## config.mk

```make
export PLATFORM = sky130hd
export DESIGN_NAME = tinyalu_param_flat
export DESIGN_NICKNAME = d
export VERILOG_FILES = /design/src/rtl/tinyalu_if.sv /design/src/rtl/tinyalu_param.sv /design/src/flat_wrapper.sv
export SDC_FILE = /design/constraint.sdc
export NUM_CORES = 1
export LEC_CHECK = 0
export ABC_AREA = 1
export CORE_MARGIN = 8
export CORE_UTILIZATION = 59
export CTS_CLUSTER_DIAMETER = 200
export DETAILED_ROUTE_END_ITERATION = 10
export PLACE_DENSITY = 0.87
export SYNTH_ARGS = -nofsm -noshare
export SYNTH_HDL_FRONTEND = slang
export SYNTH_SLANG_ARGS = --single-unit
export TNS_END_PERCENT = 5
```

## constraint.sdc

```tcl
create_clock -name clk -period 5.5 [get_ports clk]
set_input_delay 1.65 -clock clk [delete_from_list [all_inputs] [get_ports clk]]
set_output_delay 1.65 -clock clk [all_outputs]
set_load 0.03 [all_outputs]
```

## src/rtl/tinyalu_if.sv

```systemverilog
// Command/response bundle for tinyalu_param: start/op/operands toward the ALU,
// ready/done/result back to the host driver.
interface tinyalu_if #(
  parameter int WIDTH = 8
);
  logic               start;
  logic [2:0]         op;
  logic [WIDTH-1:0]   A;
  logic [WIDTH-1:0]   B;
  logic               ready;
  logic               done;
  logic [2*WIDTH-1:0] result;

  modport master (
    output start, op, A, B,
    input  ready, done, result
  );

  modport slave (
    input  start, op, A, B,
    output ready, done, result
  );
endinterface

```

## src/rtl/tinyalu_param.sv

```systemverilog
// Parametrised tiny ALU: single-cycle add/and/xor(/sub), multi-cycle unsigned multiply.
// Optional macro TINYALU_SUB_EN enables op 5 as a single-cycle subtract with borrow.
module tinyalu_param #(
  parameter int WIDTH   = 8,
  parameter int MUL_LAT = 3
) (
  input  logic     clk,
  input  logic     reset_n,
  tinyalu_if.slave bus
);

  typedef enum logic [0:0] {IDLE, MUL_BUSY} state_t;

  localparam logic [2:0]         OP_MUL    = 3'd4;
  localparam bit                 MUL_MULTI = (MUL_LAT > 1);
  localparam int                 CNT_W     = (MUL_LAT > 1) ? $clog2(MUL_LAT) : 1;
  localparam logic [CNT_W-1:0]   CNT_INIT  = CNT_W'(MUL_LAT - 1);
  localparam logic [CNT_W-1:0]   CNT_LAST  = CNT_W'(1);

  state_t             state, state_nxt;
  logic [CNT_W-1:0]   cnt, cnt_nxt;
  logic               done_q, done_nxt;
  logic [2*WIDTH-1:0] result_q, result_nxt;
  logic               ld_ops;
  logic [WIDTH-1:0]   a_p0, b_p0;

  // Every op result is zero-extended to 2*WIDTH; unknown opcodes yield zero.
  function automatic logic [2*WIDTH-1:0] alu_eval(input logic [2:0]       op,
                                                  input logic [WIDTH-1:0] a,
                                                  input logic [WIDTH-1:0] b);
    logic [WIDTH:0]     wide;
    logic [2*WIDTH-1:0] res;
    wide = '0;
    res  = '0;
    case (op)
      3'd1: begin
        wide = {1'b0, a} + {1'b0, b};
        res  = {{(WIDTH-1){1'b0}}, wide};
      end
      3'd2: res = {{WIDTH{1'b0}}, a & b};
      3'd3: res = {{WIDTH{1'b0}}, a ^ b};
      3'd4: res = {{WIDTH{1'b0}}, a} * {{WIDTH{1'b0}}, b};
`ifdef TINYALU_SUB_EN
      3'd5: begin
        wide = {1'b0, a} - {1'b0, b};
        res  = {{(WIDTH-1){1'b0}}, wide};
      end
`endif
      default: res = '0;
    endcase
    return res;
  endfunction

  always_comb begin
    state_nxt  = state;
    cnt_nxt    = cnt;
    done_nxt   = 1'b0;
    result_nxt = result_q;
    ld_ops     = 1'b0;
    case (state)
      IDLE: begin
        if (bus.start) begin
          if (MUL_MULTI && (bus.op == OP_MUL)) begin
            state_nxt = MUL_BUSY;
            cnt_nxt   = CNT_INIT;
            ld_ops    = 1'b1;
          end else begin
            done_nxt   = 1'b1;
            result_nxt = alu_eval(bus.op, bus.A, bus.B);
          end
        end
      end
      MUL_BUSY: begin
        // Finishing on the edge that leaves count 1 puts done in cycle t+MUL_LAT.
        if (cnt == CNT_LAST) begin
          state_nxt  = IDLE;
          cnt_nxt    = '0;
          done_nxt   = 1'b1;
          result_nxt = alu_eval(OP_MUL, a_p0, b_p0);
        end else begin
          cnt_nxt = cnt - CNT_LAST;
        end
      end
      default: state_nxt = IDLE;
    endcase
  end

  always_ff @(posedge clk) begin
    if (!reset_n) begin
      state    <= IDLE;
      cnt      <= '0;
      done_q   <= 1'b0;
      result_q <= '0;
    end else begin
      state    <= state_nxt;
      cnt      <= cnt_nxt;
      done_q   <= done_nxt;
      result_q <= result_nxt;
    end
  end

  // Stage p0: multiply operands captured at accept, held while busy.
  always_ff @(posedge clk) begin
    if (ld_ops) begin
      a_p0 <= bus.A;
      b_p0 <= bus.B;
    end
  end

  assign bus.ready  = (state == IDLE);
  assign bus.done   = done_q;
  assign bus.result = result_q;

endmodule
```

## src/flat_wrapper.sv

```systemverilog
// flat-port wrapper written by rule: the top's interface ports become plain ports
module tinyalu_param_flat 
#(
  parameter int WIDTH   = 8,
  parameter int MUL_LAT = 3
)
  (clk, reset_n, bus_start, bus_op, bus_A, bus_B, bus_ready, bus_done, bus_result);
  tinyalu_if #(.WIDTH(WIDTH)) bus_i ();
  input  logic clk;
  input  logic reset_n;
  input wire logic [$bits(bus_i.start)-1:0] bus_start;
  input wire logic [$bits(bus_i.op)-1:0] bus_op;
  input wire logic [$bits(bus_i.A)-1:0] bus_A;
  input wire logic [$bits(bus_i.B)-1:0] bus_B;
  output wire logic [$bits(bus_i.ready)-1:0] bus_ready;
  output wire logic [$bits(bus_i.done)-1:0] bus_done;
  output wire logic [$bits(bus_i.result)-1:0] bus_result;
  assign bus_i.start = bus_start;
  assign bus_i.op = bus_op;
  assign bus_i.A = bus_A;
  assign bus_i.B = bus_B;
  assign bus_ready = bus_i.ready;
  assign bus_done = bus_i.done;
  assign bus_result = bus_i.result;
  tinyalu_param #(.WIDTH(WIDTH), .MUL_LAT(MUL_LAT)) u_core (.clk(clk), .reset_n(reset_n), .bus(bus_i));
endmodule
```

==> impl_metrics.prom, run 1 <==
# TYPE chip_impl_metric gauge
chip_impl_info{name="critPathKind",value="reg -> reg"} 1
chip_impl_metric{name="worst-endpoint-arrival",unit="ps"} 4530
chip_impl_info{name="synth_top_cells_by_count",value="nand2_1, inv_1, ha_1, fa_1, nand3_1"} 1
chip_impl_metric{name="hold_viol_final",unit=""} 0
chip_impl_metric{name="achievable-frequency",unit="MHz"} 232
chip_impl_metric{name="yosys_warnings",unit=""} 0
chip_impl_metric{name="io_buffer_count",unit=""} 39
chip_impl_metric{name="synth_fa_ha_area_share",unit="%"} 31.3
chip_impl_metric{name="routability_congestion_estimate_from_global_placement",unit=""} 0.943
chip_impl_metric{name="die-area",unit="µm²"} 10000
chip_impl_info{name="crit_path_start_kind",value="flop"} 1
chip_impl_info{name="crit_path_end_kind",value="flop"} 1
chip_impl_metric{name="netlist_instances",unit=""} 577
chip_impl_metric{name="cts_buffers",unit=""} 5
chip_impl_metric{name="first_global_vias",unit=""} 3760
chip_impl_info{name="rsz0062_at_grt",value="no"} 1
chip_impl_metric{name="report.final.setup_viol",unit=""} 0
chip_impl_metric{name="fin_crit_sh",unit="%"} 78.2
chip_impl_metric{name="rows",unit=""} 30
chip_impl_metric{name="first_pass_iters",unit=""} 5
chip_impl_metric{name="fin_area",unit="µm²"} 4680
chip_impl_metric{name="final_max_slew_viol_count",unit=""} 0
chip_impl_metric{name="mean_cell_area_of_the_mapped_netlist",unit="µm²"} 7.23
chip_impl_metric{name="synthesis.area",unit="µm²"} 4170
chip_impl_metric{name="number_of_drc_markers_after_the_initial_detailed_route_iteration",unit=""} 248
chip_impl_metric{name="antenna-diode-count",unit=""} 0
chip_impl_metric{name="gr-usage-all-layers",unit="%"} 21.3
chip_impl_info{name="worstSetupStartpoint",value="u_core.a_p0[2]"} 1
chip_impl_metric{name="drc",unit=""} 0
chip_impl_metric{name="floorplan.die.height",unit="µm"} 100
chip_impl_metric{name="register_area",unit="µm²"} 881
chip_impl_info{name="synth_top_family_by_area",value="adder cells"} 1
chip_impl_metric{name="cts_setup_buffers",unit=""} 0
chip_impl_metric{name="yosys.area_share.xor_xnor",unit="%"} 0.420
chip_impl_info{name="yosys-top-cells-area",value="fa_1, nand2_1, ha_1"} 1
chip_impl_metric{name="cts_htree_levels",unit=""} 2
chip_impl_metric{name="mux_cell_area_share_after_synthesis",unit="%"} 0
chip_impl_metric{name="synthDominantCellAreaShare",unit="%"} 17.8
chip_impl_metric{name="post_route_cells_drive_above_1_share",unit="%"} 3.65
chip_impl_metric{name="power.total",unit="µW"} 816
chip_impl_metric{name="cellLeakagePower",unit="µW"} 0.00262
chip_impl_metric{name="io_pins",unit=""} 40
chip_impl_metric{name="via_per_inst",unit=""} 5.34
chip_impl_info{name="run_status",value="finished clean"} 1
chip_impl_metric{name="finalSetupTns",unit="ps"} 0
chip_impl_metric{name="grt-ovfl-total",unit=""} 0
chip_impl_metric{name="max_slew_headroom",unit="%"} 14.1
chip_impl_info{name="synth.most_common_cell",value="nand2_1"} 1
chip_impl_metric{name="layout.filler_cells",unit=""} 585
chip_impl_metric{name="fin_nets",unit=""} 706
chip_impl_metric{name="synthSimpleGateAreaFrac",unit="%"} 24.1
chip_impl_info{name="rr_startpoint",value="u_core.a_p0[2]"} 1
chip_impl_metric{name="cts.sink_count",unit=""} 36
chip_impl_metric{name="cts_hold_buf",unit=""} 0
chip_impl_info{name="hold_start",value="u_core.bus.result[14]"} 1
chip_impl_metric{name="antenna_violations_before_repair",unit=""} 0
chip_impl_metric{name="post_route_minimum_period",unit="ps"} 4300
chip_impl_metric{name="critical_path_peak_fanout",unit=""} 8
chip_impl_metric{name="critPathRequiredTime",unit="ps"} 5720
chip_impl_metric{name="drt.antenna.violating_nets",unit=""} 0
chip_impl_metric{name="max-vdd-ir-drop",unit="mV"} 0.124
chip_impl_metric{name="clk_transition_reported_paths",unit="ps"} 80
chip_impl_info{name="worst_hold_path_type",value="reg -> reg"} 1
chip_impl_info{name="post-synth-top-area-cell",value="fa_1"} 1
chip_impl_metric{name="ys_seq_elements",unit=""} 36
chip_impl_metric{name="first_pass_grt_wire_length",unit="µm"} 17400
chip_impl_metric{name="asyncSetResetFlopFracSynth",unit="%"} 0
chip_impl_info{name="tritoncts_clock_tree",value="yes"} 1
chip_impl_metric{name="chipWidth",unit="µm"} 100
chip_impl_metric{name="floorplan.initialDensity",unit="%"} 61.0
chip_impl_metric{name="route.detailed.wl_per_inst",unit="µm"} 14.2
chip_impl_metric{name="finalWirelength",unit="µm"} 9960
chip_impl_metric{name="mappedNetlistNets",unit=""} 681
chip_impl_metric{name="tightest_slew",unit="ps"} 1280
chip_impl_metric{name="multi_input_comb_area",unit="µm²"} 2650
chip_impl_metric{name="cellPowerDensity",unit="nW/µm²"} 174
chip_impl_metric{name="placed_area",unit="µm²"} 4580
chip_impl_metric{name="synth-compound-area-share",unit="%"} 7.74
chip_impl_metric{name="core_footprint",unit="µm²"} 6830
chip_impl_metric{name="synth.yosys.seq_area_share",unit="%"} 21.1
chip_impl_metric{name="cap_viol_max_count",unit=""} 0
chip_impl_metric{name="ctsLongestPathBuffers",unit=""} 2
chip_impl_metric{name="grt_max_degree",unit=""} 17
chip_impl_metric{name="vias",unit=""} 3734
chip_impl_metric{name="clock_skew",unit="ps"} 10.8
chip_impl_info{name="cts-root-buf",value="clkbuf_8"} 1
chip_impl_metric{name="area_growth",unit="%"} 12.2
chip_impl_info{name="synthFlopType",value="dfxtp_1"} 1
chip_impl_metric{name="synth_edf_count",unit=""} 16
chip_impl_metric{name="cts-resized-gates",unit=""} 0
chip_impl_metric{name="clkLatencyLatePin",unit="ps"} 290
chip_impl_metric{name="dp_hpwl",unit="µm"} 7870
chip_impl_metric{name="synthDistinctLibCells",unit=""} 35
-- power by group --
part / switching, µW / total [µW] / internal, µW
Sequential: 9.79 / 299 / 289
Clock: 105 / 206 / 102
Combinational: 192 / 310 / 119
-- cells by family after synthesis --
logic type | count (synthesis)
AO/OA/AOI/OAI | 58
XOR/XNOR | 2
adder cells (fa/ha/maj) | 82
buffers and inverters | 165
flip-flops | 36
AND/OR/NAND/NOR | 234
-- flip-flops by register name, indices dropped and copies added (netlist names) --
| name | count |
|---|---|
| u_core.cnt | 2 |
| u_core.bus.done | 1 |
| u_core.state | 1 |
| u_core.b_p0 | 8 |
| u_core.bus.result | 16 |
| u_core.a_p0 | 8 |
-- placed cells by master (no fill, tap or decap), drive strengths merged, types with 4 or more instances in the layout --
cell | netlist | layout
nand2 | 159 | 159
inv | 144 | 145
ha | 45 | 45
clkdlybuf4s50 | 0 | 39
nand3 | 38 | 38
fa | 37 | 37
a21oi | 32 | 32
nor2 | 22 | 22
dfxtp | 20 | 20
edfxtp | 16 | 16
o21ai | 16 | 16
nand4 | 7 | 7
clkbuf | 16 | 6
a22oi | 4 | 4
-- per-stage QoR --
step	setup WS (ps)	utilization [%]	instances	hold WS [ps]
finish	1200	68.5	699	470
global route	955	68.5	699	476
CTS	1220	68.5	699	468
detailed placement	1260	67.1	691	456
global placement	1340	67.1	691	450
floorplan	1530	-	577	433
-- path summary, 6_finish.rpt --
kind,to,slack [ps],cells after the start
worst max-delay path,u_core.bus.result[10],1200,15
worst min-delay path,u_core.bus.result[14],470,2
worst max register to register,u_core.bus.result[10],1200,15
worst min register to register,u_core.bus.result[14],470,2
-- per-layer routing --
metal	up-vias	part of all wire [%]	routed length [µm]	global-route usage, %
met5	-	0	0	0
met1	1743	41	4110	25.8
met3	25	6.2	614	3.25
li1	1813	-	-	-
met2	153	50	4970	37.2
met4	0	2.7	272	7.91
-- final cells by class --
| cell class | count | share of cell area (%) |
|---|---|---|
| clock inverter | 2 | 0.294 |
| inverter | 144 | 11.6 |
| sequential | 36 | 18.8 |
| tap | 96 | 2.57 |
| timing repair buffer | 39 | 8.34 |
| clock buffer | 6 | 1.77 |
| multi-input combinational | 376 | 56.6 |
-- critical path, stage by stage (launching register included) --
cell and delay [ps]:
edfxtp_1 530, nand2_1 120, inv_1 60, fa_1 510
fa_1 540, fa_1 560, inv_1 60, fa_1 540
inv_1 50, ha_1 360, a21oi_1 310, nand2_1 140
a21oi_1 160, or2_2 130, nand3_1 50, a21oi_1 140
(Power assumes the default switching activity.)
==> inputs of run 2 (changes only) <==
- clock period: 5.5 -> 4.3 ns (I/O delays scaled with it)
==> impl_metrics.prom, run 2 (same netlist as run 1, synthesis figures left out) <==
# TYPE chip_impl_metric gauge
chip_impl_metric{name="grt-ovfl-total",unit=""} 0
chip_impl_metric{name="grt_max_degree",unit=""} 17
chip_impl_info{name="crit_path_end_kind",value="flop"} 1
chip_impl_metric{name="cts.sink_count",unit=""} 36
chip_impl_metric{name="cell_count_after_placement",unit=""} 693
chip_impl_metric{name="worst-endpoint-arrival",unit="ps"} 4340
chip_impl_metric{name="floorplan.die.height",unit="µm"} 100
chip_impl_metric{name="rows",unit=""} 30
chip_impl_info{name="layout.cells.most_common_list",value="nand2_1, inv_1, ha_1"} 1
chip_impl_info{name="cts-root-buf",value="clkbuf_8"} 1
chip_impl_metric{name="achievable-frequency",unit="MHz"} 240
chip_impl_info{name="tritoncts_clock_tree",value="yes"} 1
chip_impl_metric{name="cts_buffers",unit=""} 5
chip_impl_metric{name="clk_transition_reported_paths",unit="ps"} 80
chip_impl_metric{name="die-area",unit="µm²"} 10000
chip_impl_metric{name="io_pins",unit=""} 40
chip_impl_metric{name="fin_area",unit="µm²"} 4860
chip_impl_info{name="run_status",value="finished clean"} 1
chip_impl_metric{name="final_core_utilization",unit="%"} 71.2
chip_impl_metric{name="layout.cells.non_filler",unit=""} 718
chip_impl_metric{name="first_pass_grt_wire_length",unit="µm"} 17300
chip_impl_metric{name="cts_htree_levels",unit=""} 2
chip_impl_metric{name="antenna-diode-count",unit=""} 0
chip_impl_info{name="leading_cell_type_in_the_layout_fill_and_taps_excluded",value="nand2_1"} 1
chip_impl_metric{name="placed_area",unit="µm²"} 4600
chip_impl_info{name="worst_hold_path_type",value="reg -> reg"} 1
chip_impl_metric{name="first_global_vias",unit=""} 3909
chip_impl_metric{name="cap_viol_max_count",unit=""} 0
chip_impl_metric{name="drt.antenna.violating_nets",unit=""} 0
chip_impl_info{name="crit_path_start_kind",value="flop"} 1
chip_impl_metric{name="post_route_cells_drive_above_1_share",unit="%"} 7.40
chip_impl_metric{name="largest_register_ffs",unit=""} 16
chip_impl_metric{name="finalWirelength",unit="µm"} 10100
chip_impl_metric{name="max-vdd-ir-drop",unit="mV"} 0.216
chip_impl_metric{name="ctsLongestPathBuffers",unit=""} 2
chip_impl_metric{name="power.total",unit="µW"} 1070
chip_impl_metric{name="final_max_slew_viol_count",unit=""} 0
chip_impl_metric{name="post_route_minimum_period",unit="ps"} 4160
chip_impl_metric{name="tightest_slew",unit="ps"} 471
chip_impl_metric{name="hold_viol_final",unit=""} 0
chip_impl_metric{name="clock_skew",unit="ps"} 13.2
chip_impl_metric{name="cellLeakagePower",unit="µW"} 0.00271
chip_impl_metric{name="route.detailed.wl_per_inst",unit="µm"} 14.1
chip_impl_metric{name="cellPowerDensity",unit="nW/µm²"} 220
chip_impl_metric{name="io_buffer_count",unit=""} 39
chip_impl_info{name="critPathKind",value="reg -> reg"} 1
chip_impl_metric{name="area_growth",unit="%"} 16.7
chip_impl_metric{name="number_of_drc_markers_after_the_initial_detailed_route_iteration",unit=""} 275
chip_impl_metric{name="antenna_violations_before_repair",unit=""} 0
chip_impl_metric{name="dp_hpwl",unit="µm"} 7930
chip_impl_metric{name="fin_crit_sh",unit="%"} 96.8
chip_impl_metric{name="fin_nets",unit=""} 725
chip_impl_metric{name="report.final.setup_viol",unit=""} 0
chip_impl_metric{name="via_per_inst",unit=""} 5.34
chip_impl_metric{name="vias",unit=""} 3831
chip_impl_metric{name="first_pass_iters",unit=""} 5
chip_impl_metric{name="floorplan.initialDensity",unit="%"} 61.0
chip_impl_metric{name="finalSetupTns",unit="ps"} 0
chip_impl_metric{name="clkLatencyLatePin",unit="ps"} 300
chip_impl_metric{name="critPathRequiredTime",unit="ps"} 4480
chip_impl_metric{name="core_footprint",unit="µm²"} 6830
chip_impl_metric{name="gr-usage-all-layers",unit="%"} 21.0
chip_impl_metric{name="routability_congestion_estimate_from_global_placement",unit=""} 0.934
chip_impl_metric{name="max_slew_headroom",unit="%"} 68.5
chip_impl_metric{name="drc",unit=""} 0
chip_impl_metric{name="chipWidth",unit="µm"} 100
chip_impl_metric{name="critical_path_peak_fanout",unit=""} 6
## run 2: changes by cell type in the layout (fill, tap and decap cells not counted)
cell	delta
buf_4	+19
ha_1	-3
ha_4	+3
a21oi_1	-1
a21oi_2	+1
nor2_1	-1
nor2_2	+1
o21ai_0	-1
o21ai_1	+1
## run 2: per-stage QoR
step | hold slack [ps] | setup WS, ps
2_1_floorplan | 433 | 331
3_3_place_gp | 450 | 139
3_5_place_dp | 459 | 36.5
4_1_cts | 469 | 13.4
5_1_grt | 488 | -40.5
6_report | 468 | 138
## run 2: path summary, 6_finish.rpt
path / start / endpoint / slack, ps / cells past startpoint
setup / recovery: u_core.a_p0[0] / u_core.bus.result[10] / 140 / 17
hold / removal: u_core.bus.result[11] / u_core.bus.result[11] / 470 / 2
hold reg to reg: u_core.bus.result[11] / u_core.bus.result[11] / 470 / 2
setup reg to reg: u_core.a_p0[0] / u_core.bus.result[10] / 140 / 17
## run 2: power breakdown
group / internal (µW) / switching (µW)
sequential: 370 / 10.3
clock: 130 / 133
combinational: 171 / 256
## run 2: per-layer routing
metal,part of all wire (%),GRT usage (%),wire length (µm)
met1,41,25.7,4120
met2,48,35.7,4900
met3,6.9,2.98,692
met4,3.9,9.65,395
met5,0,0,0
## run 2: repair_timing
| item | in CTS | in global routing |
|---|---|---|
| setup endpoints to repair | 0 | 9 |
| hold buffers | 0 | 0 |
| gates resized for setup | 0 | 8 |
| setup buffers | 0 | 17 |
## run 2: critical path, stage by stage, from the launching register on
cell and delay [ps]:
edfxtp_1 500, nand2_1 130, fa_1 530, fa_1 560, inv_1 60, fa_1 540, inv_1 60, fa_1 540
inv_1 70, ha_4 290, nand2_1 60, nand2_1 100, nand2_1 70, nand2_1 80, a21oi_1 50, or2_2 280
nand3_1 70, a21oi_1 60
## run 2: final cells by class
| type | instances | area [µm²] |
|---|---|---|
| clock buffers | 6 | 82.6 |
| clock inverters | 2 | 13.8 |
| fillers | 541 | 1970 |
| inverters | 144 | 543 |
| multi-input cells | 376 | 2690 |
| flip-flops and latches | 36 | 881 |
| well taps | 96 | 120 |
| repair buffers | 58 | 533 |
==> inputs of run 3 (changes only) <==
- ABC_CLOCK_PERIOD_IN_PS: unset -> 4900
- clock period: 4.3 -> 4.9 ns (I/O delays scaled with it)
==> impl_metrics.prom, run 3 (same netlist as run 1, synthesis figures left out) <==
# TYPE chip_impl_metric gauge
chip_impl_metric{name="first_global_vias",unit=""} 3875
chip_impl_info{name="cts-root-buf",value="clkbuf_8"} 1
chip_impl_metric{name="fin_crit_sh",unit="%"} 87.8
chip_impl_metric{name="critPathRequiredTime",unit="ps"} 5080
chip_impl_metric{name="cts.sink_count",unit=""} 36
chip_impl_metric{name="finalWirelength",unit="µm"} 9460
chip_impl_info{name="critPathKind",value="reg -> reg"} 1
chip_impl_metric{name="cts_hold_buf",unit=""} 0
chip_impl_metric{name="postLayoutSetupSlackWorst",unit="ps"} 599
chip_impl_metric{name="io_pins",unit=""} 40
chip_impl_info{name="cp_top_family",value="adder cells"} 1
chip_impl_metric{name="gr-usage-all-layers",unit="%"} 20.7
chip_impl_metric{name="dp_slack",unit="ps"} 679
chip_impl_metric{name="first_pass_grt_wire_length",unit="µm"} 16900
chip_impl_metric{name="clkLatencyLatePin",unit="ps"} 300
chip_impl_metric{name="ctsLongestPathBuffers",unit=""} 2
chip_impl_metric{name="global_route.usage.met3",unit="%"} 2.98
chip_impl_metric{name="critical_path_peak_fanout",unit=""} 8
chip_impl_info{name="top_usage_layer",value="met2"} 1
chip_impl_metric{name="max_slew_headroom",unit="%"} 69.0
chip_impl_metric{name="groute.layer.met1.usage",unit="%"} 24.8
chip_impl_metric{name="area_growth",unit="%"} 12.7
chip_impl_metric{name="placed_area",unit="µm²"} 4590
chip_impl_info{name="tritoncts_clock_tree",value="yes"} 1
chip_impl_metric{name="via_per_inst",unit=""} 5.20
chip_impl_metric{name="critPathBufInv",unit=""} 3
chip_impl_metric{name="critical_path_cell_count",unit=""} 15
chip_impl_info{name="path_common_cell",value="fa_1"} 1
chip_impl_metric{name="fin_area",unit="µm²"} 4700
chip_impl_metric{name="antenna-diode-count",unit=""} 0
chip_impl_metric{name="routability_congestion_estimate_from_global_placement",unit=""} 0.940
chip_impl_metric{name="fin_nets",unit=""} 707
chip_impl_info{name="run_status",value="finished clean"} 1
chip_impl_metric{name="number_of_drc_markers_after_the_initial_detailed_route_iteration",unit=""} 223
chip_impl_metric{name="die-area",unit="µm²"} 10000
chip_impl_metric{name="drc",unit=""} 0
chip_impl_metric{name="cts_setup_buffers",unit=""} 0
chip_impl_metric{name="grt-ovfl-total",unit=""} 0
chip_impl_metric{name="first_pass_iters",unit=""} 5
chip_impl_info{name="critical-path-slowest-cell",value="fa_1"} 1
chip_impl_metric{name="cts_buffers",unit=""} 5
chip_impl_metric{name="layout.filler_cells",unit=""} 574
chip_impl_metric{name="critical-path-max-stage-delay",unit="ps"} 560
chip_impl_metric{name="floorplan.initialDensity",unit="%"} 61.0
chip_impl_metric{name="core_footprint",unit="µm²"} 6830
chip_impl_info{name="rsz0062_at_grt",value="no"} 1
chip_impl_metric{name="cellLeakagePower",unit="µW"} 0.00264
chip_impl_metric{name="worst_r2r_path_depth",unit=""} 15
chip_impl_info{name="crit_path_end_kind",value="flop"} 1
chip_impl_metric{name="cap_viol_max_count",unit=""} 0
chip_impl_metric{name="largest_register_ffs",unit=""} 16
chip_impl_info{name="rr_startpoint",value="u_core.a_p0[2]"} 1
chip_impl_metric{name="cts-resized-gates",unit=""} 0
chip_impl_info{name="worst_hold_path_type",value="reg -> reg"} 1
chip_impl_metric{name="post_route_cells_drive_above_1_share",unit="%"} 3.81
chip_impl_metric{name="cts_htree_levels",unit=""} 2
chip_impl_metric{name="post_route_minimum_period",unit="ps"} 4300
chip_impl_metric{name="global_route.usage.met2",unit="%"} 36.2
chip_impl_info{name="hold_start",value="u_core.cnt[0]"} 1
chip_impl_metric{name="hold_viol_final",unit=""} 0
chip_impl_metric{name="vias",unit=""} 3639
chip_impl_metric{name="drt.antenna.violating_nets",unit=""} 0
chip_impl_metric{name="finalSetupTns",unit="ps"} 0
chip_impl_metric{name="clk_transition_reported_paths",unit="ps"} 80
chip_impl_metric{name="clock_skew",unit="ps"} 14.0
chip_impl_metric{name="floorplan.die.height",unit="µm"} 100
chip_impl_metric{name="final_max_slew_viol_count",unit=""} 0
chip_impl_metric{name="route.detailed.wl_per_inst",unit="µm"} 13.5
chip_impl_metric{name="cellPowerDensity",unit="nW/µm²"} 201
chip_impl_info{name="worstSetupStartpoint",value="u_core.a_p0[2]"} 1
chip_impl_metric{name="achievable-frequency",unit="MHz"} 233
chip_impl_metric{name="worst-endpoint-arrival",unit="ps"} 4480
chip_impl_info{name="layout.cells.most_common_list",value="nand2_1, inv_1, ha_1"} 1
chip_impl_metric{name="grt_max_degree",unit=""} 17
chip_impl_metric{name="antenna_violations_before_repair",unit=""} 0
chip_impl_info{name="leading_cell_type_in_the_layout_fill_and_taps_excluded",value="nand2_1"} 1
chip_impl_metric{name="timing.hold.worst_path_depth",unit=""} 1
chip_impl_metric{name="tightest_slew",unit="ps"} 464
chip_impl_metric{name="final_core_utilization",unit="%"} 68.8
chip_impl_metric{name="chipWidth",unit="µm"} 100
chip_impl_metric{name="report.final.setup_viol",unit=""} 0
chip_impl_metric{name="rows",unit=""} 30
chip_impl_metric{name="max-vdd-ir-drop",unit="mV"} 0.158
chip_impl_info{name="crit_chain",value="nand2_1, inv_1, fa_1, fa_1, fa_1, inv_1, fa_1, inv_1, ha_1, nand2_1, nor2_1, a21oi_1, or2_2, nand3_1, a21oi_1"} 1
chip_impl_info{name="crit_path_start_kind",value="flop"} 1
chip_impl_metric{name="dp_hpwl",unit="µm"} 7710
chip_impl_metric{name="io_buffer_count",unit=""} 39
chip_impl_metric{name="power.total",unit="µW"} 946
## run 3: changes by cell type in the layout (fill, tap and decap cells not counted), sizes merged
cell,before,now
clkbuf,6,5
clkinvlp,1,0
buf,19,1
bufinv,0,1
clkinv,0,1
## run 3: routing by layer
metal	wire, µm	up-vias
li1	-	1818
met1	4130	1692
met2	4580	109
met3	479	20
met4	265	0
met5	0	-
## run 3: final timing paths
check | slack, ps | endpoint
min | 470 | u_core.cnt[0]
min reg2reg | 470 | u_core.cnt[0]
max | 600 | u_core.bus.result[10]
max reg2reg | 600 | u_core.bus.result[10]
## run 3: layout make-up
| cell class | count | area [µm²] | area share [%] |
|---|---|---|---|
| sequential | 36 | 881 | 18.7 |
| tap | 96 | 120 | 2.56 |
| clock inverter | 3 | 41.3 | 0.879 |
| clock buffer | 5 | 68.8 | 1.46 |
| inverter | 144 | 543 | 11.6 |
| multi-input combinational | 376 | 2650 | 56.3 |
| timing repair buffer | 40 | 398 | 8.47 |
## run 3: stage by stage
step	hold slack, ps	cells
after floorplan	433	577
after global placement	450	692
after detailed placement	456	692
after CTS	467	700
after global routing	489	700
final	470	700
## run 3: report_power, final
group | switching, µW | internal (µW)
clock network | 114 | 151
logic | 213 | 133
registers | 10.6 | 324
## run 3: worst register-to-register path, stage by stage, from the launching register on
cell and delay [ps]:
edfxtp_1 540, nand2_1 130, inv_1 60, fa_1 520
fa_1 540, fa_1 560, inv_1 60, fa_1 530
inv_1 40, ha_1 370, nand2_1 120, nor2_1 200
a21oi_1 110, or2_2 280, nand3_1 70, a21oi_1 60
